===== src/rtl/seg7_scan_driver.sv =====
// Time-multiplexed common-anode 7-segment hex driver with blanking between
// digits, tear-free frame-boundary updates and optional leading-zero blanking.
module seg7_scan_driver #(
   parameter int DIGITS       = 4,
   parameter int PRESCALE     = 50000,
   parameter int BLANK_CYCLES = 500
) (
   input  logic                  clk,
   input  logic                  rst_n,
   input  logic                  enable,
   input  logic                  load,
   input  logic [4*DIGITS-1:0]   value,
   input  logic [DIGITS-1:0]     dp,
   input  logic                  lzs,
   output logic [6:0]            seg7,
   output logic                  dp_n,
   output logic [DIGITS-1:0]     an_n,
   output logic                  frame_done
);

   localparam int CW = $clog2(PRESCALE);
   localparam int IW = (DIGITS > 1) ? $clog2(DIGITS) : 1;
   localparam logic [CW-1:0] CNT_LAST = CW'(PRESCALE - 1);
   localparam logic [IW-1:0] IDX_LAST = IW'(DIGITS - 1);

   logic [CW-1:0]         cnt_reg;
   logic [IW-1:0]         idx_reg;
   logic [4*DIGITS-1:0]   active_val_reg;
   logic [DIGITS-1:0]     active_dp_reg;
   logic [4*DIGITS-1:0]   pend_val_reg;
   logic [DIGITS-1:0]     pend_dp_reg;
   logic                  pend_v_reg;
   logic [6:0]            seg7_reg;
   logic                  dp_n_reg;
   logic [DIGITS-1:0]     an_n_reg;
   logic                  frame_done_reg;

   logic                  slot_end;
   logic                  boundary;
   logic                  blank;
   logic [DIGITS-1:0]     zero_up;
   logic [6:0]            seg_dig [DIGITS];
   logic [DIGITS-1:0]     onehot;

   function automatic logic [6:0] hex7(input logic [3:0] n);
      case (n)
         4'h0: hex7 = 7'b0000001;
         4'h1: hex7 = 7'b1001111;
         4'h2: hex7 = 7'b0010010;
         4'h3: hex7 = 7'b0000110;
         4'h4: hex7 = 7'b1001100;
         4'h5: hex7 = 7'b0100100;
         4'h6: hex7 = 7'b0100000;
         4'h7: hex7 = 7'b0001111;
         4'h8: hex7 = 7'b0000000;
         4'h9: hex7 = 7'b0001100;
         4'hA: hex7 = 7'b0001000;
         4'hB: hex7 = 7'b1100000;
         4'hC: hex7 = 7'b0110001;
         4'hD: hex7 = 7'b1000010;
         4'hE: hex7 = 7'b0110000;
         default: hex7 = 7'b0111000;
      endcase
   endfunction

   assign slot_end = (cnt_reg == CNT_LAST);
   assign boundary = enable && slot_end && (idx_reg == IDX_LAST);
   assign onehot   = DIGITS'(1) << idx_reg;

   generate
      if (BLANK_CYCLES == 0) begin : g_noblank
         assign blank = 1'b0;
      end else begin : g_blank
         assign blank = (cnt_reg < CW'(BLANK_CYCLES));
      end
   endgenerate

   // zero_up[i]: nibble i and every nibble above it are zero.
   generate
      for (genvar gi = 0; gi < DIGITS; gi++) begin : g_dig
         logic [3:0] nib;
         assign nib = active_val_reg[4*gi +: 4];
         if (gi == DIGITS - 1) begin : g_top
            assign zero_up[gi] = (nib == 4'h0);
         end else begin : g_low
            assign zero_up[gi] = (nib == 4'h0) && zero_up[gi+1];
         end
         if (gi == 0) begin : g_d0
            assign seg_dig[gi] = hex7(nib);
         end else begin : g_dn
            assign seg_dig[gi] = (lzs && zero_up[gi]) ? 7'h7F : hex7(nib);
         end
      end
   endgenerate

   always_ff @(posedge clk or negedge rst_n) begin
      if (!rst_n) begin
         cnt_reg        <= '0;
         idx_reg        <= '0;
         active_val_reg <= '0;
         active_dp_reg  <= '0;
         pend_val_reg   <= '0;
         pend_dp_reg    <= '0;
         pend_v_reg     <= 1'b0;
         seg7_reg       <= 7'h7F;
         dp_n_reg       <= 1'b1;
         an_n_reg       <= '1;
         frame_done_reg <= 1'b0;
      end else begin
         frame_done_reg <= boundary;

         if (!enable) begin
            cnt_reg <= '0;
            idx_reg <= '0;
         end else if (slot_end) begin
            cnt_reg <= '0;
            idx_reg <= (idx_reg == IDX_LAST) ? '0 : idx_reg + IW'(1);
         end else begin
            cnt_reg <= cnt_reg + CW'(1);
         end

         // A load landing on the boundary bypasses the pending buffer.
         if (boundary && load) begin
            active_val_reg <= value;
            active_dp_reg  <= dp;
            pend_v_reg     <= 1'b0;
         end else if (boundary && pend_v_reg) begin
            active_val_reg <= pend_val_reg;
            active_dp_reg  <= pend_dp_reg;
            pend_v_reg     <= 1'b0;
         end else if (load) begin
            pend_val_reg   <= value;
            pend_dp_reg    <= dp;
            pend_v_reg     <= 1'b1;
         end

         if (!enable || blank) begin
            seg7_reg <= 7'h7F;
            dp_n_reg <= 1'b1;
            an_n_reg <= '1;
         end else begin
            seg7_reg <= seg_dig[idx_reg];
            dp_n_reg <= ~active_dp_reg[idx_reg];
            an_n_reg <= ~onehot;
         end
      end
   end

   assign seg7       = seg7_reg;
   assign dp_n       = dp_n_reg;
   assign an_n       = an_n_reg;
   assign frame_done = frame_done_reg;

endmodule


===== config.mk =====
export PLATFORM = sky130hd
export DESIGN_NAME = seg7_scan_driver
export DESIGN_NICKNAME = d
export VERILOG_FILES = /design/src/rtl/seg7_scan_driver.sv
export SDC_FILE = /design/constraint.sdc
export NUM_CORES = 1
export LEC_CHECK = 0
export CAP_MARGIN = 25
export CORE_ASPECT_RATIO = 1.25
export CORE_MARGIN = 1
export CORE_UTILIZATION = 60
export CTS_BUF_LIST = sky130_fd_sc_hd__clkbuf_4
export DETAILED_ROUTE_END_ITERATION = 10
export PLACE_DENSITY = 0.84
export SLEW_MARGIN = 5
export SYNTH_ARGS = -nofsm -noshare
export SYNTH_HDL_FRONTEND = slang
export SYNTH_SLANG_ARGS = --single-unit

===== constraint.sdc =====
create_clock -name clk -period 3.33 [get_ports clk]
set_clock_uncertainty 0.2 [all_clocks]
set_input_delay 0.999 -clock clk [delete_from_list [all_inputs] [get_ports clk]]
set_output_delay 0.999 -clock clk [all_outputs]
set_load 0.02 [all_outputs]

==> Word level (Yosys, flattened, before mapping) <==
Memory sizes are Yosys's and may differ from the RTL's.
Cells that the tools add are included.
{ "totals": {"word_cells": 69, "reg_bits": 72, "out_inout_bits": 13, "mem_count": 4, "rom_bits": 448} }
{ "classes": {"add_sub_neg": 2, "muxes": 23, "n_bitwise": 5, "order_cmp": 3, "n_reduce_logical": 17, "n_eq_ne": 3, "n_shift": 1} }
{ "mem_list": {"columns": ["memory", "depth", "word_bits", "read_ports", "rd_clocked_by_memory_dff", "wr", "line_no", "rtl"], "rows": [
  ["(no name shown)", 16, 7, 1, 0, 0, "46", "case (n)"],
  ["(no name shown)", 16, 7, 1, 0, 0, "46", null],
  ["(no name shown)", 16, 7, 1, 0, 0, "46", null],
  ["(no name shown)", 16, 7, 1, 0, 0, "46", null]
]} }
{ "ops": {"columns": ["cell", "count"], "rows": [
  ["$mux W16", 4],
  ["$mux W7", 6],
  ["$add A16 B1 Y16 const B", 1],
  ["$eq A16 B16 Y1 const B", 1],
  ["$lt A16 B9 Y1 const B", 1],
  ["$bmux W7 S2", 1],
  ["$logic_not A4 Y1", 3],
  ["$mux W4", 3],
  ["$logic_and A1 B1 Y1", 9],
  ["$mux W2", 3],
  ["$mux W1", 5],
  ["$not A4 Y4", 1],
  ["$shl A1 B2 Y4 const A", 1],
  ["$ge A3 B3 Y1 const B", 1],
  ["$lt A2 B3 Y1 const B", 1],
  ["$not A1 Y1", 3],
  ["$not A2 Y3", 1],
  ["$reduce_and A3 Y1", 1],
  ["$reduce_bool A3 Y1", 1],
  ["$add A2 B1 Y2 const B", 1],
  ["$bmux W1 S2", 1],
  ["$eq A2 B2 Y1 const B", 1],
  ["$ne A2 B1 Y1 const B", 1],
  ["$reduce_bool A2 Y1", 1],
  ["2 further kinds", 2]
]} }

==> Logic depth before layout (Yosys ltp) <==
Gate-level depths: netlist of run 1.
{ "logic_depth": {"word_depth": 9, "ltp_mapped": 8} }

==> Worst setup path after synthesis of run 1 <==
No wires, ideal clock.
{ "synth_timing": {"kind": "input port to flip-flop", "from": "in enable", "to": "reg pend_dp_reg[0]", "slack_ps": 766, "required_time_ps": 3005, "arrival_time_ps": 2239, "stages": 7, "cell_sequence": "and2_1 clkbuf_1 and2_1 buf_4 or2b_4 buf_12 mux2_4"} }
{ "synth_via": {"elab_chain_len": 5, "word_cells_on_any_way": 7} }
{ "synth_lines": {"columns": ["element", "line_no", "rtl"], "rows": [
  ["start: declaration", "10", "input logic enable,"],
  ["$logic_and A1 B1 Y1 (*) (2 in series)", "67", "assign boundary = enable && slot_end && (idx_reg == IDX_LAST);"],
  ["$logic_and A1 B1 Y1 (on tied branches)", "127, 123", null],
  ["$not A1 Y1 (no source line)", null, null],
  ["$reduce_and A3 Y1 (no source line) (*)", null, null],
  ["end signal: assignment", "133", "pend_dp_reg <= dp;"],
  ["end: declaration", "31", "logic [DIGITS-1:0] pend_dp_reg;"]
]} }
Every way passes the cells marked *; elsewhere a longest branch is shown, timed or not.
A chain may end at the register's enable or synchronous reset.

==> Worst setup path after layout of run 1 <==
{ "layout_timing": {"from": "reg an_n_reg[1] (netlist: an_n[1])", "to": "out an_n[1]"} }
{ "layout_lines": {"columns": ["element", "line_no", "rtl"], "rows": [
  ["start: declaration", "35", "logic [DIGITS-1:0] an_n_reg;"],
  ["start signal: assignment", "144", "an_n_reg <= ~onehot;"],
  ["end: declaration", "17", "output logic [DIGITS-1:0] an_n,"]
]} }
No word-level cell between the ends.

==> results.toml, run 1 <==
[global_routing]
grt_pass1_wl_um = 16500
grt_antenna_before_repair = 0
grt_overflow = 0
grt_max_degree = 42
grt.total_usage_pct = 27.7
grt_pass1_vias = 3420

[placement]
post-place-ws_ps = 236
gp_congestion = 0.933
portBuffers = 37
placed_cell_area_sq_mm = 0.00470
dp_cells = 543
dp_hpwl_um = 6690

[pwr]
swShare_pct = 22.5
comb_power_share_pct = 7.3
intPower_mw = 1.36
clock_power_share_pct = 40.2
ir_drop_mv = 0.311
power.leakage_nw = 2.01
p_seq_share_pct = 52.6
powerDensity_mw_per_mm2 = 359
p_switching_uw = 395

[critical_path]
crit_end = "an_n[1]"
slowest_delay_ps = 590
regToRegEndpoint = "pend_val_reg[4]"
start_kind = "flip-flop"
cp.depth = 1
crit_chain = "clkdlybuf4s50_1"
critPathTopFamily = "buffers and inverters"
path_max_fanout = 1
critPathKind = "reg -> out"
reg2regPathDepth = 6
cp_data_arrival_time_ps = 1560
cp-end-kind = "output port"
cp.required_ps = 2130
crit-reg2reg-launch = "cnt_reg[13]"
crit_slowest_cell = "clkdlybuf4s50_1"
path_buf_inv = 1
crit_start = "an_n[1]"
regToRegSetupSlack_ps = 660

[timing]
worst_slack_ps = 573
slew_headroom_pct = 45.8
min_period_ps = 2760
slew_viol_final = 0
rsz0062_at_grt = "no"
hold_viol_final = 0
worst_pin_slew_ps = 812
setup_tns_ps = 0
fin_crit_sh_pct = 82.8
setup_violations = 0
fmax_ghz = 0.363

[drt]
drt_first_pass_iters = 4
top_layer = "met4"
drc = 0
dr_wl_met2_um = 4840
num_vias = 3458
wl_per_cell_um = 17.0
wl_met1_um = 4050
drt_wl_total_um = 9510
drt_iter0_markers = 248
ant_nets = 0
viasPerCell = 6.19
routed-wl-met3_um = 403

[finish]
drive_gt1_share_pct = 15.1
final_cell_mix = "60 x dfrtp_1, 40 x a21oi_1, 38 x nor2_1"
syn2layout_area_growth_pct = 13.0
antennaDiodeCount = 0
num-nets-final = 514
final_common_cell = "dfrtp_1"
design_area_sq_mm = 0.00488
fin_cells = 559

[synthesis]
synth_ff_type = "dfrtp_1"
netlist_instances = 440
yosys_warnings = 0
avgSynthCellArea_sq_um = 9.82
seq_area_frac_synth_pct = 42.0
syn_area_sq_mm = 0.00432
synth-edff-count = 0
synth-seq-cells = 72
netlist-cell-type-count = 51
synth-async-reset-ratio_pct = 100
syn_nets = 490

[clock_network]
cts_sinks = 72
cts_root_buf = "clkbuf_4"
worstSkewPairLatency_ps = 440
cts_max_level = 3
cts_buffers = 9
cts_tree = "done"
ctsResizeCount = 0
cts.path.max_buffers = 2
clk_pin_slew_ps = 120
cts_setup_buffers = 0
hold_buffers = 0

[floorplan]
start_util_pct = 61.9
die_area_sq_mm = 0.00755
rows = 34
die_w_um = 77.9
fp.dieH_um = 96.9
core_sq_mm = 0.00698
ios = 38

[run_status]
outcome = "complete, no violations"

[hold_path]
hold_class = "reg -> reg"

[job]
max-cap-violations = 0
worst min-delay path by stage:
stage / start / end / slack (ps) / cells past startpoint
2_1_floorplan: cnt_reg[0] / cnt_reg[0] / 250 / 1
3_3_place_gp: cnt_reg[0] / cnt_reg[0] / 270 / 1
3_5_place_dp: cnt_reg[0] / cnt_reg[0] / 280 / 1
4_1_cts: cnt_reg[0] / cnt_reg[0] / 300 / 1
5_1_grt: cnt_reg[0] / cnt_reg[0] / 330 / 1
6_report: cnt_reg[0] / cnt_reg[0] / 300 / 1
stage by stage:
step,utilization [%],hold WS (ps),total power [mW]
after floorplan,-,255,1.00
after global placement,67.3,268,1.06
after detailed placement,67.3,281,1.06
after CTS,70.0,298,1.77
after global routing,70.0,331,1.81
final,70.0,297,1.75
worst reg2reg max path: cells and delay by family, from the launching register on:
family        cells  cell delay, ps
buf+inv           1             200
mux               1             350
simple gates      4            1390
flops             1             440
layout make-up:
type	count	area (sq um)
repair buffers	44	418
flip-flops and latches	72	1820
inverters	18	67.6
multi-input cells	319	2280
clock inverters	7	119
well taps	90	113
fillers	534	2090
clock buffers	9	67.6
cells in the mapped netlist (3+ instances only):
library cell	instances	area, sq um
dfrtp_1	60	1500
a21oi_1	40	200
nor2_1	38	143
o22ai_1	37	231
clkbuf_1	26	97.6
ha_1	25	313
nand2_1	24	90.1
mux2_4	20	300
inv_1	18	67.6
nand3_1	17	85.1
o21ai_0	15	75.1
dfstp_2	12	315
o211ai_1	11	82.6
a211oi_1	8	60.1
xor2_1	7	61.3
mux2_2	6	67.6
xnor2_1	6	52.6
nand2b_1	5	31.3
nor3_1	5	25.0
or2_2	5	31.3
nor2b_1	4	25.0
o311ai_0	4	35.0
and2_1	3	18.8
mux2i_1	3	30.0
nand3b_1	3	22.5
nand4_1	3	18.8
power by group through the flow:
stage	clock network (mW)	registers (mW)	logic, mW
after global routing	0.745	0.924	0.138
after floorplan	0	0.930	0.0709
after detailed placement	0	0.935	0.129
after CTS	0.721	0.920	0.128
final	0.704	0.921	0.127
after global placement	0	0.935	0.124
kinds of logic after synthesis:
group	synth area share (%)
buf+inv	5.15
fa+ha+maj	7.24
mux	9.73
xor+xnor	2.63
simple gates	14.6
flops	42.0
compound gates	18.6
metal layers:
layer	up-vias	track usage, %
met4	0	12.0
met3	24	4.72
met5	-	0
met1	1679	34.7
li1	1650	-
met2	105	46.8
No activity file was read; power rests on OpenSTA's default activity.
==> run 2, diff against run 1 <==
Settings changed: CORE_UTILIZATION 60 to 54, PLACE_DENSITY 0.84 to 0.8.
Clock period 3.33 ns to 2.4 ns, I/O delays scaled along.
==> run 2 against run 1 <==
Effect of this change: total power grew 39%; cell count grew 6.1%; routed wire length grew 5.7%; cell area grew 4.7%; non-clock buffer count grew 27; worst hold slack lost 230 ps; clock power grew 39%; core utilization shrank 4.4 points; highest routed layer unchanged.
==> results.toml, run 2 (synthesized netlist as in run 1, its figures left out) <==
[placement]
dp_hpwl_um = 7000
post-place-ws_ps = -242
gp_congestion = 0.817
placed_cell_area_sq_mm = 0.00492
portBuffers = 37

[clock_network]
cts_root_buf = "clkbuf_4"
clk_pin_slew_ps = 130
cts_buffers = 9
cts_max_level = 3
cts_sinks = 72
cts_setup_buffers = 0
cts.path.max_buffers = 2
hold_buffers = 0
cts_tree = "done"
worstSkewPairLatency_ps = 460

[timing]
min_period_ps = 2320
hold_viol_final = 0
slew_headroom_pct = 62.4
fmax_ghz = 0.432
worst_pin_slew_ps = 560
slew_viol_final = 0
setup_violations = 0
worst_slack_ps = 82.7
fin_crit_sh_pct = 96.6

[drt]
viasPerCell = 6.06
ant_nets = 0
wl_per_cell_um = 16.9
num_vias = 3591
drt_iter0_markers = 190
drc = 0
drt_wl_total_um = 10000
drt_first_pass_iters = 4

[floorplan]
die_w_um = 82.0
rows = 36
core_sq_mm = 0.00779
ios = 38
start_util_pct = 55.5
fp.dieH_um = 102
die_area_sq_mm = 0.00837

[critical_path]
crit-reg2reg-launch = "cnt_reg[4]"
path_max_fanout = 10
cp_data_arrival_time_ps = 2460
crit_chain = "or4bb_1, nor4_4, and2_4, or2b_4, mux2_4"
critPathKind = "reg -> reg"
start_kind = "flip-flop"
reg2regPathDepth = 5
cp.required_ps = 2540
slowest_delay_ps = 570
regToRegSetupSlack_ps = 80
cp-end-kind = "flip-flop"
critPathTopFamily = "simple AND/OR/NAND/NOR gates"
crit_start = "cnt_reg[4]"
path_buf_inv = 0
regToRegEndpoint = "pend_val_reg[1]"
crit_slowest_cell = "or4bb_1"

[pwr]
powerDensity_mw_per_mm2 = 478
p_switching_uw = 546
comb_power_share_pct = 7.7
fin_total_pwr_mw = 2.44
power.leakage_nw = 2.14
ir_drop_mv = 0.348
swShare_pct = 22.4
p_seq_share_pct = 52.3
clock_power_share_pct = 40.0
intPower_mw = 1.90

[run_status]
outcome = "complete, no violations"

[finish]
syn2layout_area_growth_pct = 18.3
final_common_cell = "dfrtp_1"
antennaDiodeCount = 0
final_cell_mix = "60 x dfrtp_1, 40 x a21oi_1, 38 x nor2_1"
design_area_sq_mm = 0.00511
fillers = 623
drive_gt1_share_pct = 20.7
num-nets-final = 543

[global_routing]
grt_overflow = 0
grt.total_usage_pct = 26.8
grt_pass1_vias = 3569
grt_antenna_before_repair = 0
grt_pass1_wl_um = 16700
grt_max_degree = 73

[hold_path]
hold_class = "in -> async"

[job]
max-cap-violations = 0
[run 2: cell types whose count changed in the layout (fill, tap and decap cells not counted), sizes merged]
cell | before | now
buf | 8 | 35
clkbuf | 9 | 10
inv | 19 | 18
clkdlybuf4s50 | 36 | 24
or2b | 1 | 3
dlygate4sd2 | 0 | 12
[run 2: worst register-to-register path: cells and delay by family (launching register included)]
kind | cells | cell delay, ps
and+or+nand+nor | 4 | 1290
muxes | 1 | 320
DFF | 1 | 410
[run 2: power by group through the flow]
stage	Sequential, mW	Combinational, mW	Clock (mW)
final	1.28	0.188	0.977
after global routing	1.28	0.204	1.05
after CTS	1.28	0.189	0.998
after detailed placement	1.30	0.186	0
after global placement	1.30	0.181	0
after floorplan	1.29	0.0984	0
[run 2: final cells by class]
type | instances | area [sq um] | share of cell area, %
clock buffers | 10 | 75.1 | 1.47
well taps | 95 | 119 | 2.32
flip-flops and latches | 72 | 1820 | 35.5
clock inverters | 6 | 108 | 2.10
multi-input cells | 321 | 2310 | 45.2
repair buffers | 71 | 618 | 12.1
inverters | 18 | 67.6 | 1.32
[run 2: worst max path at each step]
stage                                  to  cells past startpoint  slack, ps
after floorplan            pend_dp_reg[0]                      7       -100
after global placement            seg7[1]                      6       -210
after detailed placement          seg7[1]                      6       -240
after CTS                  pend_dp_reg[0]                      5          9
after global routing      pend_val_reg[6]                      5       -0.1
final                     pend_val_reg[1]                      5         80
[run 2: repair_timing]
item / in CTS / in global routing
setup endpoints to repair: 32 / 29
gates resized for setup: 13 / 3
gates cloned: 1 / 1
hold endpoints to repair: 0 / 0
pin swaps: 0 / 0
[run 2: per-layer routing]
metal	vias to the layer above	track usage, %	part of all wire, %
met4	0	18.2	3.9
met3	29	4.38	4.4
met2	102	42.8	49
met5	-	0	0
li1	1704	-	-
met1	1756	32.8	42
[run 2: per-stage QoR]
stage	instances	util [%]	setup TNS, ps	hold WS (ps)
after floorplan	440	-	-2020	224
after global placement	575	63.1	-4540	267
after detailed placement	575	63.1	-4850	281
after CTS	592	65.4	0	76.4
after global routing	593	65.6	-0.101	88.1
final	593	65.6	0	70.2
